$ cat src/rtl/cmem_arbiter.sv
// Two-port arbiter for the shared conv layer memory: one access per cycle,
// locked bursts with a bounded lock length, registered memory pins, 2-cycle reads.
module cmem_arb_port #(
  parameter bit ID = 1'b0
) (
  input  logic gnt_any,
  input  logic gid,
  input  logic tag_vld,
  input  logic tag_id,
  output logic gnt,
  output logic rvalid
);
  assign gnt    = gnt_any & (gid == ID);
  assign rvalid = tag_vld & (tag_id == ID);
endmodule

module cmem_arbiter #(
  parameter int AW       = 12,
  parameter int DW       = 20,
  parameter int MAX_LOCK = 4
) (
  input  logic          clk,
  input  logic          reset,
  input  logic          r0_req,
  input  logic          r0_lock,
  input  logic          r0_we,
  input  logic [2:0]    r0_sel,
  input  logic [AW-1:0] r0_addr,
  input  logic [DW-1:0] r0_wdata,
  output logic          r0_gnt,
  output logic          r0_rvalid,
  input  logic          r1_req,
  input  logic          r1_lock,
  input  logic          r1_we,
  input  logic [2:0]    r1_sel,
  input  logic [AW-1:0] r1_addr,
  input  logic [DW-1:0] r1_wdata,
  output logic          r1_gnt,
  output logic          r1_rvalid,
  output logic [DW-1:0] rdata,
  output logic          cwr,
  output logic          crd,
  output logic [2:0]    csel,
  output logic [AW-1:0] caddr_wr,
  output logic [AW-1:0] caddr_rd,
  output logic [DW-1:0] cdata_wr,
  input  logic [DW-1:0] cdata_rd
);
  localparam int NUM_PORTS = 2;
  localparam int STAGES    = 2;
  localparam int CW        = $clog2(MAX_LOCK + 1);
  localparam logic [CW-1:0] MAXC = CW'(MAX_LOCK);

  typedef enum logic [1:0] {FREE, OWN0, OWN1} state_t;

  typedef struct packed {
    logic          req;
    logic          lock;
    logic          we;
    logic [2:0]    sel;
    logic [AW-1:0] addr;
    logic [DW-1:0] wdata;
  } req_t;

  req_t [NUM_PORTS-1:0] rq;
  assign rq[0] = {r0_req, r0_lock, r0_we, r0_sel, r0_addr, r0_wdata};
  assign rq[1] = {r1_req, r1_lock, r1_we, r1_sel, r1_addr, r1_wdata};

  state_t        state, state_nxt;
  logic [CW-1:0] lock_cnt, cnt_nxt, cnt_inc;
  logic          last, last_nxt;
  logic          gnt_any, gid;
  req_t          win;
  logic          rd_issue;

  logic [STAGES:1] vld_pipe;
  logic [STAGES:1] id_pipe;

  logic [NUM_PORTS-1:0] gnt, rvalid;

  // Winner decode: an owner excludes the other side; FREE ties go to the
  // requester that was not granted last.
  always_comb begin
    gnt_any = 1'b0;
    gid     = 1'b0;
    case (state)
      OWN0: begin gnt_any = rq[0].req; gid = 1'b0; end
      OWN1: begin gnt_any = rq[1].req; gid = 1'b1; end
      default: begin
        gnt_any = rq[0].req | rq[1].req;
        gid     = (rq[0].req & rq[1].req) ? ~last : rq[1].req;
      end
    endcase
    if (reset) gnt_any = 1'b0;
  end

  assign win      = rq[gid];
  assign rd_issue = gnt_any & ~win.we;

  always_ff @(posedge clk or posedge reset) begin
    if (reset) begin
      state    <= FREE;
      lock_cnt <= '0;
      last     <= 1'b1;
    end else begin
      state    <= state_nxt;
      lock_cnt <= cnt_nxt;
      last     <= last_nxt;
    end
  end

  // Forced release only when the other side is waiting; otherwise the count saturates.
  always_comb begin
    state_nxt = state;
    cnt_nxt   = lock_cnt;
    last_nxt  = last;
    if (state == FREE) cnt_inc = CW'(1);
    else if (lock_cnt >= MAXC) cnt_inc = lock_cnt;
    else cnt_inc = lock_cnt + CW'(1);
    if (gnt_any) begin
      last_nxt = gid;
      if (win.lock && !((cnt_inc >= MAXC) && rq[!gid].req)) begin
        state_nxt = gid ? OWN1 : OWN0;
        cnt_nxt   = cnt_inc;
      end else begin
        state_nxt = FREE;
        cnt_nxt   = '0;
      end
    end else if (state != FREE) begin
      state_nxt = FREE;
      cnt_nxt   = '0;
    end
  end

  for (genvar i = 0; i < NUM_PORTS; i++) begin : g_port
    cmem_arb_port #(.ID(1'(i))) u_port (
      .gnt_any (gnt_any),
      .gid     (gid),
      .tag_vld (vld_pipe[STAGES]),
      .tag_id  (id_pipe[STAGES]),
      .gnt     (gnt[i]),
      .rvalid  (rvalid[i])
    );
  end

  assign r0_gnt    = gnt[0];
  assign r1_gnt    = gnt[1];
  assign r0_rvalid = rvalid[0];
  assign r1_rvalid = rvalid[1];

  // Memory pins and read-return pipe; the tag follows each read so returns
  // land on the right requester even after ownership changes.
  always_ff @(posedge clk or posedge reset) begin
    if (reset) begin
      cwr      <= 1'b0;
      crd      <= 1'b0;
      csel     <= 3'd0;
      caddr_wr <= '0;
      caddr_rd <= '0;
      cdata_wr <= '0;
      rdata    <= '0;
      vld_pipe <= '0;
      id_pipe  <= '0;
    end else begin
      cwr  <= gnt_any & win.we;
      crd  <= rd_issue;
      csel <= gnt_any ? win.sel : 3'd0;
      if (gnt_any && win.we) begin
        caddr_wr <= win.addr;
        cdata_wr <= win.wdata;
      end
      if (rd_issue) caddr_rd <= win.addr;
      vld_pipe <= {vld_pipe[1], rd_issue};
      id_pipe  <= {id_pipe[1], gid};
      if (vld_pipe[1]) rdata <= cdata_rd;
    end
  end
endmodule

$ cat config.mk
export PLATFORM = sky130hd
export DESIGN_NAME = cmem_arbiter
export DESIGN_NICKNAME = d
export VERILOG_FILES = /design/src/rtl/cmem_arbiter.sv
export SDC_FILE = /design/constraint.sdc
export NUM_CORES = 1
export LEC_CHECK = 0
export ABC_CLOCK_PERIOD_IN_PS = 2390
export BUFFER_PORTS_ARGS = -buffer_cell sky130_fd_sc_hd__buf_2
export CORE_ASPECT_RATIO = 1.4
export CORE_MARGIN = 5
export CORE_UTILIZATION = 45
export DETAILED_ROUTE_END_ITERATION = 16
export MAX_ROUTING_LAYER = met4
export PLACE_DENSITY = 0.84
export SYNTH_ARGS = -nofsm -noshare
export SYNTH_HDL_FRONTEND = slang
export SYNTH_SLANG_ARGS = --single-unit
$ cat constraint.sdc
create_clock -name clk -period 2.39 [get_ports clk]
set_input_delay 0.1195 -clock clk [delete_from_list [all_inputs] [get_ports clk]]
set_output_delay 0.1195 -clock clk [all_outputs]
set_load 0.01 [all_outputs]
==> impl_table.tex <==
\begin{tabular}{lr}
\hline
Metric & Value \\
\hline
\multicolumn{2}{l}{\textbf{Critical path}} \\
Logic depth of the worst register-to-register path & 8 \\
Endpoint kind of the worst setup timing path & output pin \\
Setup slack, reg-to-reg & 0.15 ns \\
Reg-to-reg critical path endpoint & caddr\_rd[0] \\
Required @ worst endpoint & 2.27 ns \\
Worst Path Class, Setup & reg2out \\
Largest driver fanout on the critical path & 23 \\
Worst setup SP type & flop \\
Arrival time at the worst endpoint & 2.14 ns \\
Critical register-to-register path startpoint & state[0] \\
\multicolumn{2}{l}{\textbf{Worst hold path}} \\
Endpoint, Worst Hold & rdata[0] \\
Hold path startpoint & cdata\_rd[0] \\
Hold Path Class & in2reg \\
Hold path cells & 2 \\
\multicolumn{2}{l}{\textbf{Route}} \\
DRC violations left & 0 \\
Number of design-rule violations left by the first detailed-router iteration & 99 \\
Via count & 2791 \\
1st-pass router iterations & 4 \\
Routed wire per std cell & 15.7 µm \\
Wire length after detailed routing & 8900 µm \\
Detail-routed via count per cell & 4.93 \\
DRT antenna net count & 0 \\
\multicolumn{2}{l}{\textbf{Floorplan}} \\
Chip width & 85.6 µm \\
IO Count & 171 \\
Total die area & 9920 µm² \\
Die height & 116 µm \\
Starting utilization of the core area & 46.2\% \\
Cell Rows & 38 \\
Core Region & 7800 µm² \\
\multicolumn{2}{l}{\textbf{Timing}} \\
Final worst slack & 0.135 ns \\
Number of pins with negative max-slew slack in the final report & 0 \\
Final Hold Vio Count & 0 \\
Total negative slack & 0 ns \\
Slew at the pin closest to its max-slew limit & 0.833 ns \\
Slew HR & 44.5\% \\
Time the worst path needs with I/O delays and setup & 2.25 ns \\
Max Freq & 444 MHz \\
Setup-failing EPs final & 0 \\
Unrepaired setup endpoints after global routing & false \\
Period utilisation layout & 94.3\% \\
Hold Worst Slack & 0.0273 ns \\
Setup skew after layout & 0.00715 ns \\
\multicolumn{2}{l}{\textbf{Job}} \\
Max-cap violation count & 0 \\
\multicolumn{2}{l}{\textbf{Place}} \\
Final weighted congestion in routability-driven placement & 0.790 \\
Port Buf Inserts & 170 \\
Worst-case setup slack after placement & 0.0162 ns \\
Instance area after placement & 4560 µm² \\
Half-perimeter wire length after detailed placement & 6810 µm \\
\multicolumn{2}{l}{\textbf{Synth}} \\
Number of warning messages in the yosys log & 0 \\
Avg Inst Size Synth & 13.6 µm² \\
Post-synthesis instance total & 265 \\
Net count after synthesis & 368 \\
Largest area contributor in the synthesized netlist & sky130\_fd\_sc\_hd\_\_dfrtp\_1 \\
Register area share after synthesis & 54.2\% \\
Area share of the largest cell type after synthesis & 53.5\% \\
Total standard cell area after synthesis & 3600 µm² \\
Biggest area contributors in the synthesized netlist & sky130\_fd\_sc\_hd\_\_dfrtp\_1 (54\%), sky130\_fd\_sc\_hd\_\_mux2\_2 (17\%), sky130\_fd\_sc\_hd\_\_mux2\_4 (7.9\%) \\
Count of cell types in the netlist & 30 \\
Post-synthesis sequential element count & 78 \\
\multicolumn{2}{l}{\textbf{Clocking}} \\
Total number of clock tree sinks & 78 \\
Clk root buf & sky130\_fd\_sc\_hd\_\_clkbuf\_8 \\
Clock-pin slew on the worst setup and hold paths & 0.08 ns \\
Clock latency on the worst-skew pair & 0.34 ns \\
Clock Path Buffers & 2 \\
CTS tree & built \\
Number of buffers created by CTS & 9 \\
Level count of the clock H-tree & 3 \\
\multicolumn{2}{l}{\textbf{Power}} \\
Power per cell area & 1260 nW/µm² \\
Gate power share & 45.6\% \\
Total Power Consumption & 6.32 mW \\
Leakage component of the power & 2.59 nW \\
Internal power & 4.14 mW \\
Register share of total power & 36.8\% \\
Fraction of power spent switching nets & 34.5\% \\
Portion of total power attributed to the clock network & 17.6\% \\
Worst vdd ir & 0.618 mV \\
Switching Power & 2.18 mW \\
\multicolumn{2}{l}{\textbf{Cells and area}} \\
Layout cells sized above 1 & 59.2\% \\
Leading cell type in the layout, fill and taps excluded & sky130\_fd\_sc\_hd\_\_buf\_2 \\
Final \#Nets & 564 \\
Diodes inserted & 0 \\
Post-synthesis to final-layout area growth & 39.5\% \\
Post-route cell area & 5020 µm² \\
Highest-count cells in the layout ignoring fill and taps & sky130\_fd\_sc\_hd\_\_buf\_2 (170), sky130\_fd\_sc\_hd\_\_dfrtp\_1 (77), sky130\_fd\_sc\_hd\_\_mux2\_2 (53) \\
\multicolumn{2}{l}{\textbf{GRT}} \\
Initial antenna violation count & 0 \\
Vias in the first global route & 3034 \\
Largest net degree at the start of global routing & 45 \\
GRT Util Overall & 18.9\% \\
Total global routing overflow & 0 \\
First-pass GRT wire length & 14100 µm \\
\multicolumn{2}{l}{\textbf{Run status}} \\
Run status & complete, no violations \\
\hline
\end{tabular}
-- cells in the mapped netlist (all sizes together) --
library cell and n:
dfrtp 77, mux2 72, o21ai 18, mux2i 12
inv 11, buf 10, nand2 10, nor2 10
o31ai 10, nand3 7, clkbuf 5, ha 5
o211ai 3, a22oi 2, nand4 2, nor2b 2
o21bai 2, a21boi 1, a21o 1, a21oi 1
a221o 1, and2 1, dfstp 1, nand4b 1
-- repair_timing --
| item | CTS | global route |
|---|---|---|
| resized for setup | 1 | 3 |
| buffers inserted | 0 | 2 |
| hold buffers | 19 | 1 |
| hold endpoints to repair | 59 | 1 |
| endpoints found under the setup margin | 1 | 24 |
| pin swaps | 0 | 1 |
-- how the worst max path moves through the flow --
stage	start	end	slack, ns	cells after the start
CTS	state[0]	caddr_wr[0]	0.007	8
finish	state[0]	r0_gnt	0.14	7
detailed placement	state[0]	caddr_wr[0]	0.02	8
global route	state[0]	caddr_rd[3]	0.02	8
floorplan	reset	caddr_rd[0]	0.28	1
global placement	state[0]	caddr_wr[3]	0.12	8
-- power groups by stage --
stage          combinational (mW)  clock [mW]  sequential, mW
6_report                     2.88        1.12            2.32
5_1_grt                      3.13        1.21            2.41
4_1_cts                      2.89        1.16            2.33
3_5_place_dp                 2.87           0            2.34
3_3_place_gp                 2.75           0            2.32
2_1_floorplan                1.62           0            2.55
-- layout make-up --
class | count | area (µm²)
Clock inverter | 3 | 65.1
Fill cell | 621 | 2770
Sequential cell | 78 | 1950
Multi-Input combinational cell | 161 | 1510
Tap cell | 100 | 125
Inverter | 11 | 42.5
Clock buffer | 13 | 169
Timing Repair Buffer | 200 | 1160
-- metrics by stage --
stage               util, %  std cells
floorplan                 -        265
finish                 64.4        566
detailed placement     58.5        528
global route           64.4        566
global placement       58.5        528
CTS                    64.0        563
-- logic make-up after synthesis --
logic type / count (synthesis) / share of synthesized area [%]
multiplexers: 84 / 27.8
flip-flops: 78 / 54.2
AO/OA/AOI/OAI: 39 / 7.57
AND/OR/NAND/NOR: 33 / 4.69
buffers and inverters: 26 / 3.93
adder cells (fa/ha/maj): 5 / 1.74
-- layer usage --
metal  track usage, %  vias up  wire length (µm)
met3             3.77       19               573
met2             33.0      122              4760
met4             9.93        0               283
met1             20.1     1320              3280
li1                 -     1330                 -
met5                -        -                 0
-- sequential cells by signal (all words and copies together) (netlist names) --
register,count
caddr_rd,12
caddr_wr,12
cdata_wr,20
csel,3
cwr,1
id_pipe,2
last,1
lock_cnt,3
rdata,20
state,2
vld_pipe,2
-- worst max-delay path: stages, from the launching register on --
cell	delay, ns
sky130_fd_sc_hd__dfrtp_1	0.38
sky130_fd_sc_hd__inv_1	0.07
sky130_fd_sc_hd__ha_1	0.37
sky130_fd_sc_hd__o21bai_1	0.20
sky130_fd_sc_hd__a21o_2	0.30
sky130_fd_sc_hd__buf_6	0.19
sky130_fd_sc_hd__nor2_2	0.14
sky130_fd_sc_hd__buf_2	0.15
No activity file was read; power rests on OpenSTA's default activity.
